[config.mk]
export PLATFORM = sky130hd
export DESIGN_NAME = rids_match_serializer
export DESIGN_NICKNAME = d
export VERILOG_FILES = /design/src/rtl/rids_pkg.sv /design/src/rtl/rids_fifo.sv /design/src/rtl/rids_match_serializer.sv
export SDC_FILE = /design/constraint.sdc
export NUM_CORES = 1
export LEC_CHECK = 0
export CORE_MARGIN = 3
export CORE_UTILIZATION = 55
export DETAILED_ROUTE_END_ITERATION = 8
export PLACE_DENSITY = 0.74
export SETUP_SLACK_MARGIN = 0.1
export SLEW_MARGIN = 20
export SYNTH_ARGS = -nofsm -noshare
export SYNTH_HDL_FRONTEND = slang
export SYNTH_SLANG_ARGS = --single-unit
[constraint.sdc]
create_clock -name clk -period 5.3 [get_ports clk]
set_input_delay 0.795 -clock clk [delete_from_list [all_inputs] [get_ports clk]]
set_output_delay 0.795 -clock clk [all_outputs]
set_load 0.01 [all_outputs]
[src/rtl/rids_pkg.sv]
`default_nettype none
// ============================================================================
//  Module      : rids_pkg
//  Description : Shared RIDS definitions (sizes, NULL rule ID, typedefs) and
//                slot helper functions used across the RIDS datapath.
//  Revision    : 1.0 - initial release
// ============================================================================
package rids_pkg;

    localparam int NUM_RID    = 8;
    localparam int RID_WIDTH  = 4;
    localparam int RIDS_WIDTH = NUM_RID * RID_WIDTH;
    // Slot index wide enough to also hold NUM_RID, meaning "no further slot".
    localparam int IDX_WIDTH  = $clog2(NUM_RID) + 1;

    typedef logic [RID_WIDTH-1:0]  rid_t;
    typedef logic [RIDS_WIDTH-1:0] rids_t;
    typedef logic [IDX_WIDTH-1:0]  idx_t;

    localparam rid_t NULL_RID = {RID_WIDTH{1'b1}};

    // Slot lookup; an out-of-range index reads as NULL_RID.
    function automatic rid_t rid_slot(input rids_t w, input idx_t idx);
        rid_t r;
        r = NULL_RID;
        for (int j = 0; j < NUM_RID; j++) begin
            if (idx == idx_t'(j)) begin
                r = w[j*RID_WIDTH +: RID_WIDTH];
            end
        end
        return r;
    endfunction

    // Index of the first slot after idx whose value differs from slot idx,
    // or NUM_RID when every remaining slot repeats it.
    function automatic idx_t next_distinct(input rids_t w, input idx_t idx);
        idx_t r;
        logic found;
        rid_t cur;
        r     = idx_t'(NUM_RID);
        found = 1'b0;
        cur   = rid_slot(w, idx);
        for (int j = 0; j < NUM_RID; j++) begin
            if (!found && (idx_t'(j) > idx) && (w[j*RID_WIDTH +: RID_WIDTH] != cur)) begin
                r     = idx_t'(j);
                found = 1'b1;
            end
        end
        return r;
    endfunction

    // Slot idx is the final beat when the next distinct value is NULL or absent.
    function automatic logic is_last(input rids_t w, input idx_t idx);
        return rid_slot(w, next_distinct(w, idx)) == NULL_RID;
    endfunction

endpackage
`default_nettype wire

[src/rtl/rids_fifo.sv]
`default_nettype none
// ============================================================================
//  Module      : rids_fifo
//  Description : Synchronous FIFO holding merged RIDS words, with occupancy
//                count and full/empty flags. DEPTH must be a power of two.
//  Revision    : 1.0 - initial release
// ============================================================================
module rids_fifo #(
    parameter int WIDTH = 32,
    parameter int DEPTH = 4
) (
    input  logic                     clk,
    input  logic                     rst,
    input  logic                     i_push,
    input  logic [WIDTH-1:0]         i_wdata,
    input  logic                     i_pop,
    output logic [WIDTH-1:0]         o_rdata,
    output logic [$clog2(DEPTH):0]   o_count,
    output logic                     o_full,
    output logic                     o_empty
);

    localparam int PTR_W = $clog2(DEPTH);
    localparam int CNT_W = $clog2(DEPTH) + 1;

    logic [WIDTH-1:0] r_mem [DEPTH];
    logic [PTR_W-1:0] r_wr_ptr;
    logic [PTR_W-1:0] r_rd_ptr;
    logic [CNT_W-1:0] r_count;
    logic             w_do_push;
    logic             w_do_pop;

    assign w_do_push = i_push && !o_full;
    assign w_do_pop  = i_pop && !o_empty;
    assign o_rdata   = r_mem[r_rd_ptr];
    assign o_count   = r_count;
    assign o_full    = (r_count == CNT_W'(DEPTH));
    assign o_empty   = (r_count == '0);

    // Storage write; contents need no reset since the count gates reads.
    always_ff @(posedge clk) begin
        if (w_do_push) begin
            r_mem[r_wr_ptr] <= i_wdata;
        end
    end

    // Pointers wrap naturally at the power-of-two depth; push+pop keeps count.
    always_ff @(posedge clk) begin
        if (rst) begin
            r_wr_ptr <= '0;
            r_rd_ptr <= '0;
            r_count  <= '0;
        end else begin
            if (w_do_push) begin
                r_wr_ptr <= r_wr_ptr + PTR_W'(1);
            end
            if (w_do_pop) begin
                r_rd_ptr <= r_rd_ptr + PTR_W'(1);
            end
            case ({w_do_push, w_do_pop})
                2'b10:   r_count <= r_count + CNT_W'(1);
                2'b01:   r_count <= r_count - CNT_W'(1);
                default: r_count <= r_count;
            endcase
        end
    end

endmodule
`default_nettype wire

[src/rtl/rids_match_serializer.sv]
`default_nettype none
// ============================================================================
//  Module      : rids_match_serializer
//  Description : Buffers merged RIDS words and streams the distinct matched
//                rule IDs of each word one per beat, framed with out_last;
//                an all-NULL word yields a single out_none beat.
//                Optional feature macro RIDS_BEST_MATCH_EN adds best_valid /
//                best_rid (slot 0 of each word as it is loaded).
//  Revision    : 1.0 - initial release
// ============================================================================
module rids_match_serializer
    import rids_pkg::*;
#(
    parameter int FIFO_DEPTH = 4
) (
    input  logic                  clk,
    input  logic                  reset,
    input  logic                  in_valid,
    output logic                  in_ready,
    input  logic [RIDS_WIDTH-1:0] in_rids,
    output logic                  out_valid,
    input  logic                  out_ready,
    output logic [RID_WIDTH-1:0]  out_rid,
    output logic                  out_last,
    output logic                  out_none
`ifdef RIDS_BEST_MATCH_EN
    ,
    output logic                  best_valid,
    output logic [RID_WIDTH-1:0]  best_rid
`endif
);

    localparam int CNT_W = $clog2(FIFO_DEPTH) + 1;

    localparam logic [1:0] S_IDLE = 2'd0;
    localparam logic [1:0] S_LOAD = 2'd1;
    localparam logic [1:0] S_EMIT = 2'd2;

    logic [1:0]       r_state;
    logic             r_in_ready;
    logic             r_out_valid;
    rid_t             r_out_rid;
    logic             r_out_last;
    logic             r_out_none;
    rids_t            r_word;
    idx_t             r_idx;

    logic             w_push;
    logic             w_pop;
    logic             w_fire;
    rids_t            w_head;
    logic [CNT_W-1:0] w_count;
    logic [CNT_W-1:0] w_cnt_nxt;
    logic             w_full;
    logic             w_empty;
    rid_t             w_head_rid;
    logic             w_head_last;
    idx_t             w_nxt_idx;
    logic             w_nxt_last;

    assign w_push      = in_valid && r_in_ready && !w_full;
    assign w_pop       = (r_state == S_LOAD) && !w_empty;
    assign w_fire      = r_out_valid && out_ready;
    assign w_cnt_nxt   = w_count + CNT_W'(w_push) - CNT_W'(w_pop);
    assign w_head_rid  = rid_slot(w_head, idx_t'(0));
    assign w_head_last = is_last(w_head, idx_t'(0));
    assign w_nxt_idx   = next_distinct(r_word, r_idx);
    assign w_nxt_last  = is_last(r_word, w_nxt_idx);

    assign in_ready  = r_in_ready;
    assign out_valid = r_out_valid;
    assign out_rid   = r_out_rid;
    assign out_last  = r_out_last;
    assign out_none  = r_out_none;

    rids_fifo #(
        .WIDTH (RIDS_WIDTH),
        .DEPTH (FIFO_DEPTH)
    ) u_fifo (
        .clk     (clk),
        .rst     (reset),
        .i_push  (w_push),
        .i_wdata (in_rids),
        .i_pop   (w_pop),
        .o_rdata (w_head),
        .o_count (w_count),
        .o_full  (w_full),
        .o_empty (w_empty)
    );

    // Ready reflects next-cycle occupancy only; a same-cycle pop never lets a push through on full.
    always_ff @(posedge clk) begin
        if (reset) begin
            r_in_ready <= 1'b0;
        end else begin
            r_in_ready <= (w_cnt_nxt < CNT_W'(FIFO_DEPTH));
        end
    end

    // Packet FSM: load a word, then step through its distinct slots on each handshake.
    always_ff @(posedge clk) begin
        if (reset) begin
            r_state     <= S_IDLE;
            r_out_valid <= 1'b0;
            r_out_rid   <= NULL_RID;
            r_out_last  <= 1'b0;
            r_out_none  <= 1'b0;
            r_word      <= '1;
            r_idx       <= '0;
        end else begin
            case (r_state)
                S_IDLE: begin
                    // An incoming push also counts, so a lone word sees N+2 latency.
                    if (!w_empty || w_push) begin
                        r_state <= S_LOAD;
                    end
                end
                S_LOAD: begin
                    if (!w_empty) begin
                        r_word      <= w_head;
                        r_idx       <= '0;
                        r_out_valid <= 1'b1;
                        r_out_rid   <= w_head_rid;
                        r_out_none  <= (w_head_rid == NULL_RID);
                        r_out_last  <= w_head_last;
                        r_state     <= S_EMIT;
                    end else begin
                        r_state <= S_IDLE;
                    end
                end
                S_EMIT: begin
                    if (w_fire) begin
                        if (r_out_last) begin
                            r_out_valid <= 1'b0;
                            r_out_last  <= 1'b0;
                            r_out_none  <= 1'b0;
                            r_out_rid   <= NULL_RID;
                            r_state     <= (!w_empty || w_push) ? S_LOAD : S_IDLE;
                        end else begin
                            r_idx      <= w_nxt_idx;
                            r_out_rid  <= rid_slot(r_word, w_nxt_idx);
                            r_out_last <= w_nxt_last;
                        end
                    end
                end
                default: begin
                    r_state <= S_IDLE;
                end
            endcase
        end
    end

`ifdef RIDS_BEST_MATCH_EN
    logic r_best_valid;
    rid_t r_best_rid;

    assign best_valid = r_best_valid;
    assign best_rid   = r_best_rid;

    // Slot 0 is the highest-priority match; pulse it once per loaded word.
    always_ff @(posedge clk) begin
        if (reset) begin
            r_best_valid <= 1'b0;
            r_best_rid   <= NULL_RID;
        end else begin
            r_best_valid <= w_pop;
            if (w_pop) begin
                r_best_rid <= w_head_rid;
            end
        end
    end
`endif

endmodule
`default_nettype wire

==> flow_summary.toml <==
[sta]
setup_viol = 0
skew_ps = 21.29
max_slew_margin_pct = 37.40
min_period_ps = 5021
max_slew.worst_pin.slew_ps = 915.4
rsz0062_at_grt = "false"
setup_slack_ps = 279.2
timing.final.crit_share_pct = 94.73
fin_tns_setup_ps = 0
fmax_ghz = 0.1992
hold_violations = 0
drv_slew = 0

[cells_and_area]
syn2layout_area_growth_pct = 15.73
drive_gt1_share_pct = 18.73
postLayoutCoreUtil_pct = 66.43
stdcell_area_sq_um = 11250
num-fill-cells = 1249
diodes = 0
multi_input_area_sq_um = 4474
nets = 948
final_cell_mix = "edfxtp_1, nand2_1, buf_4"
regArea_sq_um = 4949
layout_commonest_cell = "edfxtp_1"

[clocking]
cts_buffers = 17
cts_max_level = 4
clk_path_buf_depth = 2
clk_latency_ps = 440
clk_pin_slew_ps = 80
cts_tree = "built"
root_buffer = "clkbuf_16"
cts_sinks = 183

[logic_synthesis]
synth.avg_cell_area_sq_um = 11.59
synth_xor_area_share_pct = 5.766
synth_edf_count = 128
synth-compound-area-share_pct = 12.20
synth_adder_area_share_pct = 1.493
synth_largest_area_cell = "edfxtp_1"
ys_ff_latch = 183
synthFlopType = "edfxtp_1"
syn_inst = 839
synth_area_sq_um = 9722
synth_mux_area_share_pct = 9.254
async_flop_share_pct = 0
synthSimpleGateAreaFrac_pct = 16.76
synth_top_family_by_area = "simple AND/OR/NAND/NOR gates"
synth_area_leaders = "edfxtp_1, dfxtp_1, mux4_2"
synth_seq_area_share_pct = 50.86
synth_warnings = 0
yosysTopAreaCellShare_pct = 39.54
synth.distinct_cells = 90
syn_nets = 886

[power_and_ir_drop]
ir_drop_uv = 498.5
p_leak_nw = 3.905
powerDensity_nw_per_um2 = 644.3
total_power_mw = 7.249

[placement]
place_hpwl_um = 19260
gp_congestion = 0.9839
io_buffer_count = 43
pre_cts_ws_ps = 198.3
placed_area_sq_um = 10620

[global_route]
grt_antenna_before_repair = 0
grt_pass1_wl_um = 42010
grt_max_degree = 56
grt_pass1_vias = 7379
overflow = 0
grtUsageTotal_pct = 28.13

[floorplanning]
ios = 44
dieArea_sq_um = 19310
die_h_um = 139.0
start_util_pct = 57.40
die_w_um = 139.0
rows = 47
core_sq_um = 16940

[critical_path]
cp-startpoint = "r_idx[1]"
crit_type = "reg2reg"
crit_end = "out_last"
startpoint_type = "flip-flop"
worstPathRequired_ps = 5590
r2r_setup_slack_ps = 280
cp.arrival_ps = 5310
rr_startpoint = "r_idx[1]"
timing.rr.end = "out_last"
critPathMaxFanout = 14
crit_path_end_kind = "flip-flop"
ff2ff_path_depth = 17

[route]
drc_errors = 0
vias = 7332
ant_nets = 0
drt_iter0_drc = 770
wirelength_um = 27360
drt_pass1_iterations = 5
via_per_inst = 6.471
wire_per_inst_um = 24.15

[outcome]
status = "complete, no violations"

[worst_hold_path]
hp-class = "reg2reg"
hold_depth = 1

[run]
maxCapViolCount = 0
-- synth_stat cells, types with 6 or more instances --
library cell	n
edfxtp_1	128
nand2_1	92
dfxtp_1	55
xnor2_1	53
nor2_1	43
clkbuf_1	40
nand3b_1	36
mux4_2	32
a21oi_1	24
nand4_1	24
inv_1	20
o21ai_0	19
nor3_1	17
mux2i_1	13
xor2_1	11
ha_1	10
o211ai_1	10
or4_1	10
buf_1	9
buf_2	9
nand3_1	9
o22ai_1	8
or3_1	8
and4_1	7
o21a_1	7
a211o_1	6
nand2b_1	6
nor2b_1	6
-- per-layer routing --
metal,share of wire (%),GRT usage [%]
met2,49,46.54
met4,4.0,11.79
met5,0,0
met1,41,36.50
met3,5.4,5.552
-- how the worst min path moves through the flow --
stage | slack [ps] | to | start
final | 470 | out_rid[2] | out_rid[2]
after global routing | 480 | out_rid[2] | out_rid[2]
after CTS | 470 | out_rid[2] | out_rid[2]
after detailed placement | 450 | out_rid[2] | out_rid[2]
after global placement | 450 | out_rid[1] | out_rid[1]
after floorplan | 430 | r_word[2] | r_word[2]
-- cells by family (layout without fill, tap and decap cells) --
logic type               count (synthesis)  count (layout)
AO/OA/AOI/OAI                          150             150
buffers and inverters                   84             158
flip-flops                             183             183
AND/OR/NAND/NOR                        298             298
multiplexers                            49              49
XOR/XNOR                                64              64
adder cells (fa/ha/maj)                 11              11
-- critical path: stages, from the launching register on --
cell      delay, ps
dfxtp_2         390
buf_4           200
buf_4           190
or3b_2          450
nand4_1         190
nand3_4         150
xnor2_1         160
or4_1           620
a222oi_1        360
buf_4           200
nand3_2         140
o21ai_4         280
o311ai_2        170
xor2_1          170
o41ai_2         460
or3b_1          410
a211oi_2        240
o41ai_2          80
-- sequential cells by signal (all words and copies together), names as in the netlist, named ones only --
register,count
u_fifo.r_rd_ptr,2
out_last,1
in_ready,1
r_word,32
out_valid,1
r_idx,4
out_rid,4
out_none,1
u_fifo.o_count,3
u_fifo.r_wr_ptr,2
u_fifo.r_mem,128
r_state,2
-- metrics by stage --
| step | cells | hold WS [ps] |
|---|---|---|
| after global placement | 1100 | 447.5 |
| after floorplan | 839 | 429.1 |
| final | 1133 | 465.2 |
| after global routing | 1133 | 482.6 |
| after CTS | 1131 | 466.8 |
| after detailed placement | 1100 | 448.4 |
-- where the power goes --
| group | internal, mW | switching, mW | total (mW) |
|---|---|---|---|
| logic | 1.84 | 2.34 | 4.18 |
| registers | 1.71 | 0.141 | 1.85 |
| clock network | 0.620 | 0.592 | 1.21 |
-- final cells by class --
| class | instances | share of cell area, % |
|---|---|---|
| clock buffers | 17 | 3.781 |
| clock inverters | 14 | 1.179 |
| inverters | 21 | 0.7006 |
| multi-input cells | 572 | 39.77 |
| flip-flops and latches | 183 | 43.98 |
| well taps | 220 | 2.447 |
| repair buffers | 106 | 8.141 |
-- timing repair --
action / 4_1_cts / 5_1_grt
gates resized for setup: 0 / 14
setup buffers: 0 / 2
hold buffers: 0 / 0
endpoints found under the setup margin: 0 / 1
(Power assumes the default switching activity.)
